==> src/rtl/gpio_frame_controller.sv <==
// gpio_frame_controller
//   Command decoder between the soft-core GPIO pair (gpi0/gpo0) and the
//   convolution engine. It decodes strobed commands and streams packed pixels
//   into frame memory with an auto-incrementing address. It also starts the
//   convolution and reads the results back one word at a time. A status word,
//   a programmable frame length and sticky error flags are provided.
//
// Ports
//   clock / reset        system clock, synchronous active-high reset
//   i_cmd_from_micro     gpi0: [MSB]=strobe, [MSB-1 -: NB_CMD]=cmd, [NB_PL-1:0]=payload
//   o_data_to_micro      gpo0 readback (status word or result word)
//   o_kernel_sel         active kernel index
//   o_wr_en/_addr/_data  frame-memory write port (one-cycle pulse)
//   o_start_conv         one-cycle convolution start pulse
//   i_conv_done          one-cycle done pulse from the engine
//   i_out_words          result word count, sampled on i_conv_done
//   o_rd_en/_addr        result-memory read port (RAM latency 1)
//   i_rd_data            result word, valid the cycle after o_rd_en
module gpio_frame_controller #(
  parameter  int NB_INST    = 32,
  parameter  int NB_CMD     = 7,
  parameter  int NB_PIX     = 8,
  parameter  int PIX_PER_WR = 3,
  parameter  int NB_ADDR    = 12,
  parameter  int N_KERNEL   = 4,
  parameter  int MAX_WORDS  = 1024,
  localparam int NB_KSEL    = (N_KERNEL > 1) ? $clog2(N_KERNEL) : 1,
  localparam int NB_PL      = NB_PIX * PIX_PER_WR
) (
  input  logic               clock,
  input  logic               reset,
  input  logic [NB_INST-1:0] i_cmd_from_micro,
  output logic [NB_INST-1:0] o_data_to_micro,
  output logic [NB_KSEL-1:0] o_kernel_sel,
  output logic               o_wr_en,
  output logic [NB_ADDR-1:0] o_wr_addr,
  output logic [NB_PL-1:0]   o_wr_data,
  output logic               o_start_conv,
  input  logic               i_conv_done,
  input  logic [NB_ADDR:0]   i_out_words,
  output logic               o_rd_en,
  output logic [NB_ADDR-1:0] o_rd_addr,
  input  logic [NB_INST-1:0] i_rd_data
);

  typedef enum logic [1:0] {
    IDLE      = 2'd0,
    LOADING   = 2'd1,
    CONV_WAIT = 2'd2,
    READOUT   = 2'd3
  } state_t;

  typedef enum logic [NB_CMD-1:0] {
    CMD_KERNEL_SEL = NB_CMD'(0),
    CMD_LOAD       = NB_CMD'(1),
    CMD_END_FRAME  = NB_CMD'(2),
    CMD_GET_STATUS = NB_CMD'(3),
    CMD_GET_FRAME  = NB_CMD'(4),
    CMD_CLEAR      = NB_CMD'(5),
    CMD_SET_LEN    = NB_CMD'(6)
  } cmd_t;

  localparam logic [NB_ADDR:0] PTR_ONE   = (NB_ADDR+1)'(1);
  localparam logic [NB_ADDR:0] LEN_RESET = (NB_ADDR+1)'(MAX_WORDS);
  localparam logic [NB_PL-1:0] KSEL_LIM  = NB_PL'(N_KERNEL);

  state_t             state_q;
  logic               strobe_q;
  logic [NB_ADDR:0]   wr_ptr_q;
  logic [NB_ADDR:0]   rd_ptr_q;
  logic [NB_ADDR:0]   rd_len_q;
  logic [NB_ADDR:0]   frame_len_q;
  logic [NB_KSEL-1:0] kernel_sel_q;
  logic               frame_ready_q;
  logic               err_ovf_q;
  logic               err_cmd_q;
  logic               wr_en_q;
  logic [NB_ADDR-1:0] wr_addr_q;
  logic [NB_PL-1:0]   wr_data_q;
  logic               start_conv_q;
  logic               rd_en_q;
  logic [NB_ADDR-1:0] rd_addr_q;
  logic               rd_valid_q;
  logic [NB_INST-1:0] gpo_q;

  logic               strobe;
  logic               exec;
  logic [NB_CMD-1:0]  cmd;
  logic [NB_PL-1:0]   payload;
  logic [NB_ADDR:0]   rd_ptr_inc;
  logic [NB_INST-1:0] status;

  assign strobe     = i_cmd_from_micro[NB_INST-1];
  assign cmd        = i_cmd_from_micro[NB_INST-2 -: NB_CMD];
  assign payload    = i_cmd_from_micro[NB_PL-1:0];
  assign exec       = strobe & ~strobe_q;
  assign rd_ptr_inc = rd_ptr_q + PTR_ONE;

  always_comb begin
    status                = '0;
    status[16 +: NB_ADDR] = wr_ptr_q[NB_ADDR-1:0];
    status[8 +: NB_KSEL]  = kernel_sel_q;
    status[4]             = err_ovf_q;
    status[3]             = err_cmd_q;
    status[2:1]           = state_q;
    status[0]             = frame_ready_q;
  end

  always_ff @(posedge clock) begin
    if (reset) begin
      state_q       <= IDLE;
      strobe_q      <= 1'b0;
      wr_ptr_q      <= '0;
      rd_ptr_q      <= '0;
      rd_len_q      <= '0;
      frame_len_q   <= LEN_RESET;
      kernel_sel_q  <= '0;
      frame_ready_q <= 1'b0;
      err_ovf_q     <= 1'b0;
      err_cmd_q     <= 1'b0;
      wr_en_q       <= 1'b0;
      wr_addr_q     <= '0;
      wr_data_q     <= '0;
      start_conv_q  <= 1'b0;
      rd_en_q       <= 1'b0;
      rd_addr_q     <= '0;
      rd_valid_q    <= 1'b0;
      gpo_q         <= '0;
    end else begin
      strobe_q     <= strobe;
      wr_en_q      <= 1'b0;
      start_conv_q <= 1'b0;
      rd_en_q      <= 1'b0;
      rd_valid_q   <= rd_en_q;

      // Hold the result word once the RAM has produced it.
      if (rd_valid_q) gpo_q <= i_rd_data;

      if (i_conv_done && state_q == CONV_WAIT) begin
        state_q       <= READOUT;
        frame_ready_q <= 1'b1;
        rd_ptr_q      <= '0;
        rd_len_q      <= i_out_words;
      end

      // Commands are evaluated after conv_done so that CLEAR in the same
      // cycle drops the pending completion.
      if (exec) begin
        case (cmd)
          CMD_KERNEL_SEL: begin
            if ((state_q == IDLE || state_q == LOADING) && payload < KSEL_LIM)
              kernel_sel_q <= payload[NB_KSEL-1:0];
            else
              err_cmd_q <= 1'b1;
          end
          CMD_LOAD: begin
            if (state_q == IDLE || state_q == LOADING) begin
              state_q <= LOADING;
              if (wr_ptr_q == frame_len_q) begin
                err_ovf_q <= 1'b1;
              end else begin
                wr_en_q   <= 1'b1;
                wr_addr_q <= wr_ptr_q[NB_ADDR-1:0];
                wr_data_q <= payload;
                wr_ptr_q  <= wr_ptr_q + PTR_ONE;
              end
            end else begin
              err_cmd_q <= 1'b1;
            end
          end
          CMD_END_FRAME: begin
            if (state_q == LOADING && wr_ptr_q != '0) begin
              start_conv_q <= 1'b1;
              state_q      <= CONV_WAIT;
            end else begin
              err_cmd_q <= 1'b1;
            end
          end
          CMD_GET_STATUS: gpo_q <= status;
          CMD_GET_FRAME: begin
            if (state_q == READOUT) begin
              if (rd_ptr_q < rd_len_q) begin
                rd_en_q   <= 1'b1;
                rd_addr_q <= rd_ptr_q[NB_ADDR-1:0];
                rd_ptr_q  <= rd_ptr_inc;
              end
              // Last word issued (or nothing left): frame is finished.
              if (rd_ptr_q >= rd_len_q || rd_ptr_inc == rd_len_q) begin
                state_q       <= IDLE;
                frame_ready_q <= 1'b0;
                wr_ptr_q      <= '0;
              end
            end else begin
              err_cmd_q <= 1'b1;
            end
          end
          CMD_CLEAR: begin
            state_q       <= IDLE;
            wr_ptr_q      <= '0;
            rd_ptr_q      <= '0;
            rd_len_q      <= '0;
            frame_ready_q <= 1'b0;
            err_ovf_q     <= 1'b0;
            err_cmd_q     <= 1'b0;
          end
          CMD_SET_LEN: begin
            if (state_q == IDLE) begin
              if (payload[NB_ADDR:0] == '0) frame_len_q <= PTR_ONE;
              else                          frame_len_q <= payload[NB_ADDR:0];
            end else begin
              err_cmd_q <= 1'b1;
            end
          end
          default: err_cmd_q <= 1'b1;
        endcase
      end
    end
  end

  // The RAM word is forwarded straight through during its valid cycle so it
  // appears on gpo0 two cycles after GET_FRAME; gpo_q holds it afterwards.
  assign o_data_to_micro = rd_valid_q ? i_rd_data : gpo_q;
  assign o_kernel_sel    = kernel_sel_q;
  assign o_wr_en         = wr_en_q;
  assign o_wr_addr       = wr_addr_q;
  assign o_wr_data       = wr_data_q;
  assign o_start_conv    = start_conv_q;
  assign o_rd_en         = rd_en_q;
  assign o_rd_addr       = rd_addr_q;

endmodule

==> config.mk <==
export PLATFORM = sky130hd
export DESIGN_NAME = gpio_frame_controller
export DESIGN_NICKNAME = d
export VERILOG_FILES = /design/src/rtl/gpio_frame_controller.sv
export SDC_FILE = /design/constraint.sdc
export NUM_CORES = 1
export LEC_CHECK = 0
export CELL_PAD_IN_SITES_DETAIL_PLACEMENT = 0
export CELL_PAD_IN_SITES_GLOBAL_PLACEMENT = 1
export CORE_UTILIZATION = 40
export CTS_BUF_LIST = sky130_fd_sc_hd__clkbuf_16
export DETAILED_ROUTE_END_ITERATION = 10
export PLACE_DENSITY_LB_ADDON = 0.15
export SLEW_MARGIN = 15
export SYNTH_ARGS = -nofsm -noshare
export SYNTH_HDL_FRONTEND = slang
export SYNTH_SLANG_ARGS = --single-unit
==> constraint.sdc <==
create_clock -name clock -period 6.6 [get_ports clock]
set_input_delay 1.32 -clock clock [delete_from_list [all_inputs] [get_ports clock]]
set_output_delay 1.32 -clock clock [all_outputs]
set_load 0.005 [all_outputs]
==> results of run 1 <==
-- state kept, by name (all words and copies together) (netlist names) --
name and cells:
o_wr_addr 12, o_kernel_sel 2, rd_ptr_q 13, rd_len_q 13, strobe_q 1, err_ovf_q 1, state_q 2, o_wr_en 1
o_start_conv 1, gpo_q 32, frame_ready_q 1, wr_ptr_q 13, o_rd_en 1, err_cmd_q 1, o_wr_data 24, o_rd_addr 12
rd_valid_q 1, frame_len_q 13
-- critical path: cells and delay by family --
kind	cells	cell delay (ps)
buffers and inverters	1	430
multiplexers	1	300
AND/OR/NAND/NOR	4	2230
-- stage by stage --
| stage | hold WS, ps | std cells | total power [W] | utilization, % | setup slack (ps) |
|---|---|---|---|---|---|
| 6_report | 467.0 | 1174 | 0.001919 | 53.98 | 2617 |
| 5_1_grt | 488.2 | 1174 | 0.001983 | 53.98 | 2509 |
| 4_1_cts | 471.4 | 1174 | 0.001940 | 53.98 | 2683 |
| 3_5_place_dp | 461.8 | 1144 | 0.0009830 | 50.66 | 2232 |
| 3_3_place_gp | 452.7 | 1144 | 0.0009820 | 50.66 | 2286 |
| 2_1_floorplan | 432.1 | 803 | 0.0009211 | - | 3298 |
-- final cells by class --
type                       count  area (um^2)
sequential                   144         2883
fill                        1539         7988
multi-input combinational    580         3855
inverter                      26        97.59
clock inverter                13        150.1
timing repair buffer         169         1677
tap                          225        281.5
clock buffer                  17        425.4
-- where the power goes --
group	leakage, nW	internal (W)	switching, W
sequential	1.16	0.000871	0.00000128
clock	0.277	0.000584	0.000371
combinational	2.41	0.0000502	0.0000413
-- cell usage in the layout, fill, tap and decap left out, types with 3 or more instances in the layout --
master           count
and3_1              22
xor2_1              18
o21ai_0             17
inv_1               27
nor2b_1              6
a21oi_1             50
mux2_2              32
a21o_1               3
nand2_1             73
nand3_1             19
nand4b_1             4
nor3_2               4
nor3_1              15
ha_1                16
nand2b_1             3
clkbuf_16           17
or2_2                4
nor4_1               8
and2_1               3
xnor2_1             12
nor2_1             107
mux2i_1             65
clkdlybuf4s50_1    163
buf_4                6
o21ai_1              4
a22oi_1              9
a211oi_1             5
bufinv_16            3
or3_1               10
a31oi_1              7
o211ai_1             5
dfxtp_1            144
or4_1                8
nand4_1             10
clkinvlp_4           4
-- cell families after synthesis --
family / after synthesis / synth area share, %
and+or+nand+nor: 314 / 21.78
adders and majority gates: 16 / 2.814
muxes: 97 / 14.21
xor gates and xnor gates: 32 / 4.345
AOI/OAI and AO/OA: 121 / 10.94
buffers and inverters: 79 / 5.383
DFF: 144 / 40.53
-- path summary, 6_finish.rpt --
path                  endpoint  cells past startpoint
setup / recovery  o_rd_addr[3]                      6
hold / removal     rd_len_q[3]                      2
setup reg to reg   wr_ptr_q[4]                      9
hold reg to reg    rd_len_q[3]                      2
-- per-layer routing --
| metal | vias up | routed length (um) | share of wire (%) |
|---|---|---|---|
| li1 | 3078 | - | - |
| met1 | 2916 | 9448 | 48 |
| met2 | 228 | 8311 | 43 |
| met3 | 25 | 1423 | 7.3 |
| met4 | 0 | 368 | 1.9 |
| met5 | - | 0 | 0 |
==> impl_metrics.tcl, run 1 <==
set metrics [dict create \
    clockBufferDepth 2 \
    insertion_delay_ps 430 \
    io_pins 165 \
    crit_path_max_incr_delay_ps 1010 \
    cp_data_required_time_ps 6900 \
    busiest_layer "met2" \
    crit_chain "clkdlybuf4s50_1, or4_1, or3_1, nor4_4, mux2i_1, nor2_1" \
    worst_slew_pin_slew_ps 1201 \
    worstSetupPathType "input pin to flop" \
    yosysMostFrequentCell "dfxtp_1" \
    p_per_area_mw_per_mm2 204.8 \
    syn_avg_cell_area_um2 8.858 \
    hold_buffers 0 \
    skew_ps 9.683 \
    dr.pass1.iters 5 \
    grt_use_total_pct 22.11 \
    cts.sinks 144 \
    ys_seq_area_share_pct 40.53 \
    wl_um 19550 \
    netlist_instances 803 \
    met1_usage_pct 29.92 \
    n_antenna_cell 0 \
    synth_cell_type_count 67 \
    cts_inserted_buffers 17 \
    maxCapViolations 0 \
    r2r_setup_slack_ps 3240 \
    ys_ff_latch 144 \
    ys.warnings.count 0 \
    cp-end-kind "flop" \
    hold_start "rd_len_q[3]" \
    ir_drop_mv 0.1846 \
    cp-startpoint "i_cmd_from_micro[27]" \
    core-area_mm2 0.01736 \
    drv_slew 0 \
    yosys.area.top_type_share_pct 40.53 \
    rsz0062_at_grt "no" \
    syn-num-nets 899 \
    rows 48 \
    async_reset_ff_share_pct 0 \
    max_freq_mhz 251.1 \
    grt_max_degree 59 \
    synth_common_cells "dfxtp_1 (144), nor2_1 (107), nand2_1 (73)" \
    synth_top_area_cell "dfxtp_1" \
    worstSetupStartpointType "input pin" \
    met2_usage_pct 33.19 \
    clk_pin_slew_ps 60 \
    synth_area_leaders "dfxtp_1 (41%), mux2i_1 (9.1%), nor2_1 (5.6%)" \
    initial_utilization_pct 40.98 \
    cts_tree "yes" \
    via_count 6247 \
    dominantRegCellSynth "dfxtp_1" \
    drc 0 \
    cts-resized-gates 0 \
    synthesis.area_mm2 0.007113 \
    die_h_um 135.4 \
    postCtsSetupRepairBufs 0 \
    dpl_cell_area_mm2 0.008793 \
    synth_edf_count 0 \
    period_minus_slack_ps 3983 \
    setup_tns_ps 0 \
    final_area_mm2 0.009369 \
    hp-class "flop to flop" \
    worstReg2RegStart "rd_ptr_q[0]" \
    status "completed" \
    die-area_mm2 0.01832 \
    gp_congestion 0.8846 \
    grt_first_pass_wirelength_um 31370 \
    layout-drive-gt1-share_pct 9.800 \
    grt_overflow_total 0 \
    grt_use_met3_pct 5.911 \
    crit_arrival_ps 4280 \
    cts-root-buf "clkbuf_16" \
    slew_headroom_pct 19.33 \
    dp_hpwl_um 14180 \
    cp_max_fo 13 \
    p_leak_nw 3.846 \
    finalSetupViolCount 0 \
    die_w_um 135.4 \
    drtIter0Drc 389 \
    hold_viol_final 0 \
    wl_per_cell_um 16.65 \
    antenna_found_initial 0 \
    final_nets 1034 \
    htree_levels 4 \
    slowest_stage "nor4_4" \
    routed_via_density 5.321 \
    post-route-period-util_pct 60.35 \
    ant_nets 0 \
    io_buffers 164 \
    syn_to_final_growth_pct 31.72 \
    grt_pass1_vias 6062 \
]
Note: power is estimated with default switching activity, not from simulation.
==> run 2: changes to the inputs <==
CORE_UTILIZATION = 38   (was 40)
clock period = 3.9 ns   (was 6.6 ns; I/O delays follow)
==> impl_metrics.tcl, run 2 (synthesis results as in run 1) <==
set metrics [dict create \
    status "finished, violations left" \
    violations "DRC" \
    initial_utilization_pct 39.20 \
    reg2reg_to "wr_ptr_q[4]" \
    dp_hpwl_um 14760 \
    routed_via_density 5.335 \
    place_inst 1161 \
    antenna_found_initial 0 \
    grt_pass1_vias 6219 \
    grt_first_pass_wirelength_um 32220 \
    min_to "rd_valid_q" \
    whs_path_depth 1 \
    crit_arrival_ps 3570 \
    wl_um 20040 \
    die_h_um 138.8 \
    htree_levels 4 \
    total_power_w 0.003164 \
    drv_slew 0 \
    rsz0062_at_grt "no" \
    cts-resized-gates 0 \
    io_pins 165 \
    n_antenna_cell 0 \
    grt_use_total_pct 21.01 \
    clk_pin_slew_ps 60 \
    period_minus_slack_ps 3201 \
    via_count 6365 \
    met1_usage_pct 25.39 \
    final_cells 1193 \
    postCtsSetupRepairBufs 0 \
    cts-root-buf "clkbuf_16" \
    grt_max_degree 81 \
    maxCapViolations 0 \
    met2_usage_pct 35.41 \
    holdWs_ps 471.1 \
    hold_buffers 0 \
    cp-end-kind "flop" \
    hold_start "o_rd_en" \
    grt_overflow_total 0 \
    ant_nets 0 \
    io_buffers 164 \
    setup_tns_ps 0 \
    drtIter0Drc 410 \
    worstSetupPathType "flop to flop" \
    wl_per_cell_um 16.80 \
    fillers 1680 \
    worst_slew_pin_slew_ps 843.5 \
    post-route-period-util_pct 82.08 \
    rows 49 \
    max_flop_register "gpo_q" \
    die_w_um 138.8 \
    skew_ps 15.42 \
    dr.pass1.iters 8 \
    worstReg2RegStart "rd_ptr_q[1]" \
    ff2ff_path_depth 10 \
    grt_use_met3_pct 6.526 \
    finalSetupViolCount 0 \
    final_common_cell "clkdlybuf4s50_1" \
    p_leak_nw 3.906 \
    max_freq_mhz 312.4 \
    largest_reg_flops 32 \
    clockBufferDepth 2 \
    final_cell_mix "clkdlybuf4s50_1 (163), dfxtp_1 (144), nor2_1 (107)" \
    cp_max_fo 16 \
    final_nets 1047 \
    die-area_mm2 0.01927 \
    ir_drop_mv 0.2592 \
    cts_tree "yes" \
    hold_viol_final 0 \
    cts_inserted_buffers 17 \
    p_per_area_mw_per_mm2 334.9 \
    cts.sinks 144 \
    syn_to_final_growth_pct 32.82 \
    layout-drive-gt1-share_pct 11.31 \
    gp_congestion 0.8727 \
    final_core_util_pct 52.06 \
    insertion_delay_ps 430 \
    cp_data_required_time_ps 4270 \
    worstSetupStartpointType "flop" \
    core-area_mm2 0.01815 \
    drc 6 \
    hp-class "flop to flop" \
    slew_headroom_pct 43.77 \
    busiest_layer "met2" \
    r2r_setup_slack_ps 700 \
]
## run 2: changes by cell type in the layout (fill, tap and decap cells not counted), sizes merged
| cell | delta |
|---|---|
| inv | +4 |
| clkinv | +2 |
| buf | +13 |
| bufinv | -3 |
| clkinvlp | -1 |
## run 2: metrics by stage
stage          cell area [um^2]  worst slack (ps)
3_3_place_gp               8891             486.7
6_report                   9448             699.1
2_1_floorplan              7113              1138
3_5_place_dp               8891             345.2
5_1_grt                    9448             523.0
4_1_cts                    9448             720.9
## run 2: critical path, cell delays in order (launching register included)
cell	delay (ps)
dfxtp_1	310
buf_4	160
ha_1	390
nand3_1	260
a2111oi_0	430
o21ai_0	180
a221oi_2	300
and2_2	250
o311ai_4	250
or4_1	520
nand2_1	70
## run 2: cell type report
type / count / area (um^2) / area share, %
clock buffers: 17 / 425.4 / 4.503
clock inverters: 15 / 131.4 / 1.391
inverters: 26 / 97.59 / 1.033
multi-input cells: 580 / 3850 / 40.75
flip-flops and latches: 144 / 2883 / 30.51
well taps: 229 / 286.5 / 3.033
repair buffers: 182 / 1774 / 18.78
## run 2: how the worst max path moves through the flow
stage	end	slack, ps	start	depth (start not counted)
final	wr_ptr_q[4]	700	rd_ptr_q[1]	10
after global routing	frame_len_q[5]	520	i_cmd_from_micro[27]	8
after CTS	wr_ptr_q[4]	720	rd_ptr_q[1]	10
after detailed placement	frame_len_q[7]	350	i_cmd_from_micro[27]	8
after global placement	wr_ptr_q[1]	490	i_cmd_from_micro[27]	6
after floorplan	o_rd_addr[10]	1140	i_cmd_from_micro[27]	6
## run 2: report_power, final
part	leakage (nW)	switching (W)	internal [W]
sequential	1.16	0.00000227	0.00147
clock	0.268	0.000699	0.000832
combinational	2.48	0.0000710	0.0000870
## run 2: routing by layer
layer  up-vias  part of all wire (%)
met5         -                     0
met4         0                   1.6
met3        24                   6.1
met2       172                    49
met1      3058                    43
li1       3111                     -
